===== src/rtl/dds_uart_pkg.sv =====
// Shared constants for the DDS control link. The transmit side (uart_packet_tx)
// and the receive-side packet parser both build and recognise frames from these.
//   Frame layout, 7 bytes: PKT_HEADER, cmd, payload[31:24], payload[23:16],
//   payload[15:8], payload[7:0], PKT_FOOTER.
package dds_uart_pkg;

  localparam logic [7:0] PKT_HEADER = 8'hAA;
  localparam logic [7:0] PKT_FOOTER = 8'h55;
  localparam logic [7:0] CMD_FREQ   = 8'h01;
  localparam int         PKT_BYTES  = 7;

  // Index of the final byte in a frame; the byte index is 3 bits wide.
  localparam logic [2:0] LAST_BYTE_IDX = 3'(PKT_BYTES - 1);

  // One latched frame request.
  typedef struct packed {
    logic [7:0]  cmd;
    logic [31:0] payload;
  } pkt_req_t;

  // Byte at position idx of a frame; the payload goes out most significant byte first.
  function automatic logic [7:0] pkt_byte(input logic [2:0]  idx,
                                          input logic [7:0]  cmd,
                                          input logic [31:0] payload);
    logic [7:0] b;
    case (idx)
      3'd0:    b = PKT_HEADER;
      3'd1:    b = cmd;
      3'd2:    b = payload[31:24];
      3'd3:    b = payload[23:16];
      3'd4:    b = payload[15:8];
      3'd5:    b = payload[7:0];
      default: b = PKT_FOOTER;
    endcase
    return b;
  endfunction

endpackage


===== src/rtl/uart_tx_byte.sv =====
// 8N1 byte serializer with a valid/ready handshake.
//   clk, rst     : system clock, asynchronous active-high reset
//   byte_valid   : a byte is offered on byte_data
//   byte_data    : byte to send, LSB first
//   byte_ready   : the offered byte is accepted on this edge (idle, or last
//                  cycle of a stop bit so bytes chain with no idle time)
//   byte_done    : last cycle of a stop bit
//   tx           : serial line, driven straight from a flop, idle high
module uart_tx_byte #(
  parameter int CLKS_PER_BIT = 868
) (
  input  logic       clk,
  input  logic       rst,
  input  logic       byte_valid,
  input  logic [7:0] byte_data,
  output logic       byte_ready,
  output logic       byte_done,
  output logic       tx
);

  localparam int CNT_W = (CLKS_PER_BIT > 1) ? $clog2(CLKS_PER_BIT) : 1;
  localparam logic [CNT_W-1:0] CNT_LAST = CNT_W'(CLKS_PER_BIT - 1);

  localparam logic [1:0] S_IDLE      = 2'd0;
  localparam logic [1:0] S_START_BIT = 2'd1;
  localparam logic [1:0] S_DATA_BITS = 2'd2;
  localparam logic [1:0] S_STOP_BIT  = 2'd3;

  logic [1:0]       state_q, state_d;
  logic [CNT_W-1:0] baud_q, baud_d;
  logic [2:0]       bit_idx_q, bit_idx_d;
  logic [7:0]       data_q, data_d;
  logic             tx_q, tx_d;
  logic             bit_end;

  assign bit_end    = (baud_q == CNT_LAST);
  assign byte_done  = (state_q == S_STOP_BIT) && bit_end;
  assign byte_ready = (state_q == S_IDLE) || byte_done;
  assign tx         = tx_q;

  always_comb begin
    state_d   = state_q;
    baud_d    = baud_q;
    bit_idx_d = bit_idx_q;
    data_d    = data_q;
    tx_d      = tx_q;

    // Baud counter free-runs while a byte is on the line and reloads at each bit boundary.
    if (state_q != S_IDLE) begin
      baud_d = bit_end ? '0 : baud_q + CNT_W'(1);
    end

    case (state_q)
      S_IDLE: begin
        if (byte_valid) begin
          state_d = S_START_BIT;
          data_d  = byte_data;
          baud_d  = '0;
          tx_d    = 1'b0;
        end
      end
      S_START_BIT: begin
        if (bit_end) begin
          state_d   = S_DATA_BITS;
          bit_idx_d = 3'd0;
          tx_d      = data_q[0];
        end
      end
      S_DATA_BITS: begin
        if (bit_end) begin
          // 3-bit index wraps 7 -> 0 as the last data bit finishes.
          bit_idx_d = bit_idx_q + 3'd1;
          if (bit_idx_q == 3'd7) begin
            state_d = S_STOP_BIT;
            tx_d    = 1'b1;
          end else begin
            tx_d = data_q[bit_idx_q + 3'd1];
          end
        end
      end
      default: begin // S_STOP_BIT
        if (bit_end) begin
          if (byte_valid) begin
            // Next byte's start bit follows the stop bit directly.
            state_d = S_START_BIT;
            data_d  = byte_data;
            tx_d    = 1'b0;
          end else begin
            state_d = S_IDLE;
            tx_d    = 1'b1;
          end
        end
      end
    endcase
  end

  always_ff @(posedge clk or posedge rst) begin
    if (rst) begin
      state_q   <= S_IDLE;
      baud_q    <= '0;
      bit_idx_q <= 3'd0;
      data_q    <= 8'd0;
      tx_q      <= 1'b1;
    end else begin
      state_q   <= state_d;
      baud_q    <= baud_d;
      bit_idx_q <= bit_idx_d;
      data_q    <= data_d;
      tx_q      <= tx_d;
    end
  end

endmodule


===== src/rtl/uart_packet_tx.sv =====
// Sends a 7-byte DDS command frame (header, cmd, 32-bit payload big-endian,
// footer) over a UART line, 8N1, bytes back-to-back.
//   clk, rst : system clock, asynchronous active-high reset
//   start    : one-cycle request; sampled only while idle
//   cmd      : command byte, latched with start
//   payload  : data word, latched with start
//   busy     : frame in flight (set on the accepting edge, cleared after done)
//   done     : one-cycle pulse once the last stop bit has completed
//   tx       : serial line, idle high
module uart_packet_tx
  import dds_uart_pkg::*;
#(
  parameter int CLK_FREQ  = 100000000,
  parameter int BAUD_RATE = 115200
) (
  input  logic        clk,
  input  logic        rst,
  input  logic        start,
  input  logic [7:0]  cmd,
  input  logic [31:0] payload,
  output logic        busy,
  output logic        done,
  output logic        tx
);

  localparam int CLKS_PER_BIT = CLK_FREQ / BAUD_RATE;

  localparam logic [1:0] F_IDLE = 2'd0;
  localparam logic [1:0] F_SEND = 2'd1;
  localparam logic [1:0] F_DONE = 2'd2;

  logic [1:0] state_q, state_d;
  logic [2:0] byte_idx_q, byte_idx_d;
  pkt_req_t   req_q, req_d;
  logic       busy_q, busy_d;
  logic       done_q, done_d;

  logic       byte_valid;
  logic [7:0] byte_data;
  logic       byte_ready;
  logic       byte_done;

  assign busy = busy_q;
  assign done = done_q;

  always_comb begin
    state_d    = state_q;
    byte_idx_d = byte_idx_q;
    req_d      = req_q;
    busy_d     = busy_q;
    done_d     = 1'b0;
    byte_valid = 1'b0;
    byte_data  = PKT_HEADER;

    case (state_q)
      F_IDLE: begin
        // The header is offered straight from the start request so the start
        // bit appears on the very next cycle.
        byte_valid = start;
        if (start && byte_ready) begin
          state_d    = F_SEND;
          byte_idx_d = 3'd0;
          req_d      = '{cmd: cmd, payload: payload};
          busy_d     = 1'b1;
        end
      end
      F_SEND: begin
        // byte_idx_q is the byte on the line; the following one is kept on
        // offer so the serializer takes it at the end of the current stop bit.
        byte_valid = (byte_idx_q != LAST_BYTE_IDX);
        byte_data  = pkt_byte(byte_idx_q + 3'd1, req_q.cmd, req_q.payload);
        if (byte_done) begin
          if (byte_idx_q == LAST_BYTE_IDX) begin
            state_d = F_DONE;
            done_d  = 1'b1;
          end else begin
            byte_idx_d = byte_idx_q + 3'd1;
          end
        end
      end
      F_DONE: begin
        state_d = F_IDLE;
        busy_d  = 1'b0;
      end
      default: begin
        state_d = F_IDLE;
        busy_d  = 1'b0;
      end
    endcase
  end

  always_ff @(posedge clk or posedge rst) begin
    if (rst) begin
      state_q    <= F_IDLE;
      byte_idx_q <= 3'd0;
      req_q      <= '0;
      busy_q     <= 1'b0;
      done_q     <= 1'b0;
    end else begin
      state_q    <= state_d;
      byte_idx_q <= byte_idx_d;
      req_q      <= req_d;
      busy_q     <= busy_d;
      done_q     <= done_d;
    end
  end

  uart_tx_byte #(
    .CLKS_PER_BIT (CLKS_PER_BIT)
  ) u_tx_byte (
    .clk        (clk),
    .rst        (rst),
    .byte_valid (byte_valid),
    .byte_data  (byte_data),
    .byte_ready (byte_ready),
    .byte_done  (byte_done),
    .tx         (tx)
  );

endmodule


===== config.mk =====
export PLATFORM = sky130hd
export DESIGN_NAME = uart_packet_tx
export DESIGN_NICKNAME = d
export VERILOG_FILES = /design/src/rtl/dds_uart_pkg.sv /design/src/rtl/uart_tx_byte.sv /design/src/rtl/uart_packet_tx.sv
export SDC_FILE = /design/constraint.sdc
export NUM_CORES = 1
export LEC_CHECK = 0
export CAP_MARGIN = 20
export CORE_MARGIN = 2
export CORE_UTILIZATION = 60
export DETAILED_ROUTE_END_ITERATION = 16
export PLACE_DENSITY = 0.86
export SLEW_MARGIN = 30
export SYNTH_ARGS = -nofsm -noshare
export SYNTH_HDL_FRONTEND = slang
export SYNTH_HIERARCHICAL = 1
export SYNTH_SLANG_ARGS = --single-unit

===== constraint.sdc =====
create_clock -name clk -period 5.2 [get_ports clk]
set_input_delay 0.52 -clock clk [delete_from_list [all_inputs] [get_ports clk]]
set_output_delay 0.52 -clock clk [all_outputs]
set_load 0.1 [all_outputs]

==> impl_results.md <==
- Status: finished clean
- Max_slew headroom: 35.7%
- Row Count: 28
- Most frequent cells in the layout: 70 x dfrtp_1, 51 x mux2_2, 45 x clkdlybuf4s50_1
- Syn Nets: 364
- Mapped Area: 3600 um^2
- WHS: 490 ps
- Final period utilization: 58.3%
- Hpwl dp: 5.27 mm
- Hold Violations, Final: 0
- GP Congestion: 0.846
- Layout cell share with drive strength beyond 1: 22.3%
- Synth Warn #: 6
- Max Clk Rate: 0.330 GHz
- DR DRC count: 0
- Clock Tree Root: clkbuf_8
- Yosys cell types: 52
- Finished Core Util: 73.4%
- Final nets: 407
- Asr flop ratio synth: 100%
- Slew Limit Fails: 0
- CP required: 5430 ps
- Max stage delay on crit path: 500 ps
- CP arrival: 3260 ps
- Max Cap Viol: 0
- All-Layer GR Usage: 25.8%
- Crit path from: u_tx_byte/baud_q[0]
- Startpoint class of the critical path: flop
- Worst Setup EP: req_q[5]
- CTS HTree Levels: 3
- DR iter-0 viols: 172
- Layout area overhead: 19.2%
- Most common cell after layout, fill and taps aside: dfrtp_1
- Worst skew pair latency: 350 ps
- Average cell area after synthesis: 11.7 um^2
- R2R setup slack: 2170 ps
- Pin count of the biggest net entering global routing: 48
- DR vias/cell: 6.14
- R2R Path Start: u_tx_byte/baud_q[0]
- TritonCTS buffer count: 9
- Critical path, cell by cell: ha_1 > nand2b_1 > nor4_4 > and2_2 > or2_2 > nand3b_1 > nor2_4 > buf_16 > mux2_2
- Setup violators final: 0
- Global-route wire length before repair: 12.7 mm
- Worst IR drop on VDD: 0.176 mV
- Area share of the largest cell type after synthesis: 48.6%
- Main synth FF type: dfrtp_1
- Area leader, netlist: dfrtp_1
- Die W: 81.5 um
- Initial Util: 61.6%
- Filler Cell Count: 410
- Hold buffers post-CTS: 0
- Worst Clk Skew: 6.81 ps
- Unrepaired setup endpoints after global routing: false
- Remaining Overflow, GRT: 0
- Crit Path Category: flop to flop
- Initial antenna violation count: 0
- CTS max path bufs: 2
- I/O Buffers: 45
- Post-CTS Setup Inserts: 0
- Routed Wire Length: 7.61 mm
- CTS tree: done
- Fin crit period: 3030 ps
- Seq cells post-synth: 71
- Die Ht: 81.5 um
- Worst Reg2Reg Path Length in Cells: 9
- Antenna fix cells: 0
- Clock sinks: 71
- Post-synthesis sequential area ratio: 49.3%
- CTS clk-pin slew, worst paths: 80 ps
- CP endpoint kind: flop
- Slew @ Worst Pin: 961 ps
- Setup_tns: 0 ps
- # resized after CTS: 0
- Post-route ant nets: 0
- Top post-synthesis cells by area: dfrtp_1 49%, mux2_2 16%, ha_1 4.5%
- DIE AREA: 6640 um^2
- Core area: 5850 um^2
- Worst-path maximum fanout: 26
- Pwr Density: 244 nW/um^2
- Vias: 2640
- Power Total: 1.05 mW
- Drt pass-1 iters: 4
- FF-to-FF End: req_q[5]
- HP Class: flop to flop
- Pleak: 1.89 nW
- Synth Instances: 308
- Count of flip-flops with a built-in enable after synthesis: 0
- IO Count: 46
- Vias in the first global route: 2638
- Slowest cell on the critical path: nor4_4
- WL/cell: 17.7 um
[state kept, by name, summed over array words and instances, names as in the netlist]
register             flops
req_q                   40
u_tx_byte/state_q        2
state_q                  2
done                     1
byte_idx_q               3
u_tx_byte/data_q         8
u_tx_byte/bit_idx_q      3
busy                     1
u_tx_byte/tx             1
u_tx_byte/baud_q        10
[cells by family after synthesis]
group,share of synthesized area [%]
flops,49.3
compound gates,12.7
simple gates,9.97
mux,18.5
buf+inv,3.68
fa+ha+maj,4.51
xor+xnor,1.25
[how the worst min path moves through the flow]
stage	from	slack, ps	depth (start not counted)	to
2_1_floorplan	u_tx_byte/baud_q[9]	440	1	u_tx_byte/baud_q[9]
3_3_place_gp	u_tx_byte/baud_q[9]	460	1	u_tx_byte/baud_q[9]
3_5_place_dp	u_tx_byte/baud_q[9]	480	1	u_tx_byte/baud_q[9]
4_1_cts	u_tx_byte/baud_q[9]	490	1	u_tx_byte/baud_q[9]
5_1_grt	u_tx_byte/baud_q[9]	510	1	u_tx_byte/baud_q[9]
6_report	u_tx_byte/baud_q[9]	490	1	u_tx_byte/baud_q[9]
[area by class of cell]
cell class | instances | area [um^2] | share of cell area (%)
sequential | 71 | 1780 | 41.4
multi-input combinational | 211 | 1700 | 39.5
timing repair buffer | 47 | 485 | 11.3
clock buffer | 12 | 155 | 3.61
tap | 75 | 93.8 | 2.18
clock inverter | 3 | 42.5 | 0.990
inverter | 11 | 42.5 | 0.990
[synthesized netlist by cell type, types with 2 or more instances]
library cell  count
ha_1             13
a32o_1            3
nand2_1          12
o21ai_0          17
a221oi_1          2
nand3b_1          2
clkbuf_1          5
xnor2_1           2
inv_1            11
buf_1             2
a21oi_1          10
o221ai_1          2
nor2b_1           2
o2111ai_1         2
mux2_2           51
nor3_1            3
o31ai_1           2
a22oi_1           7
or2_2             2
o22ai_1           3
buf_6             4
buf_2             4
a31oi_1           6
dfrtp_1          70
mux2i_1           7
o41ai_1           2
nand3_1          11
mux2_1            2
nor2_1           21
nand2b_1          4
a22o_1            3
[routing by layer]
metal / GRT usage, % / up-vias / share of wire (%) / routed length (um)
li1: - / 1208 / - / -
met1: 33.3 / 1334 / 43 / 3270
met2: 41.6 / 76 / 50 / 3800
met3: 6.15 / 22 / 4.3 / 327
met4: 11.5 / 0 / 2.7 / 208
met5: 0 / - / 0 / 0
[power breakdown]
part | switching [mW] | leakage, nW | internal, mW
Sequential | 0 | 0.958 | 0.552
Clock | 0.207 | 0.0985 | 0.245
Combinational | 0.0162 | 0.837 | 0.0282
[metrics by stage]
step / cells / instance area [um^2] / worst slack, ps
6_report: 430 / 4300 / 2170
5_1_grt: 430 / 4300 / 2010
4_1_cts: 430 / 4290 / 2200
3_5_place_dp: 415 / 4100 / 2270
3_3_place_gp: 414 / 4070 / 2090
2_1_floorplan: 308 / 3600 / 2780
[worst max-delay path, delay by kind of cell, from the launching register on]
| family | cells | cell delay, ps |
|---|---|---|
| DFF | 1 | 430 |
| buffers and inverters | 1 | 240 |
| adders and majority gates | 1 | 220 |
| and+or+nand+nor | 6 | 1630 |
| muxes | 1 | 370 |
Power figures use the tool's default switching activity.
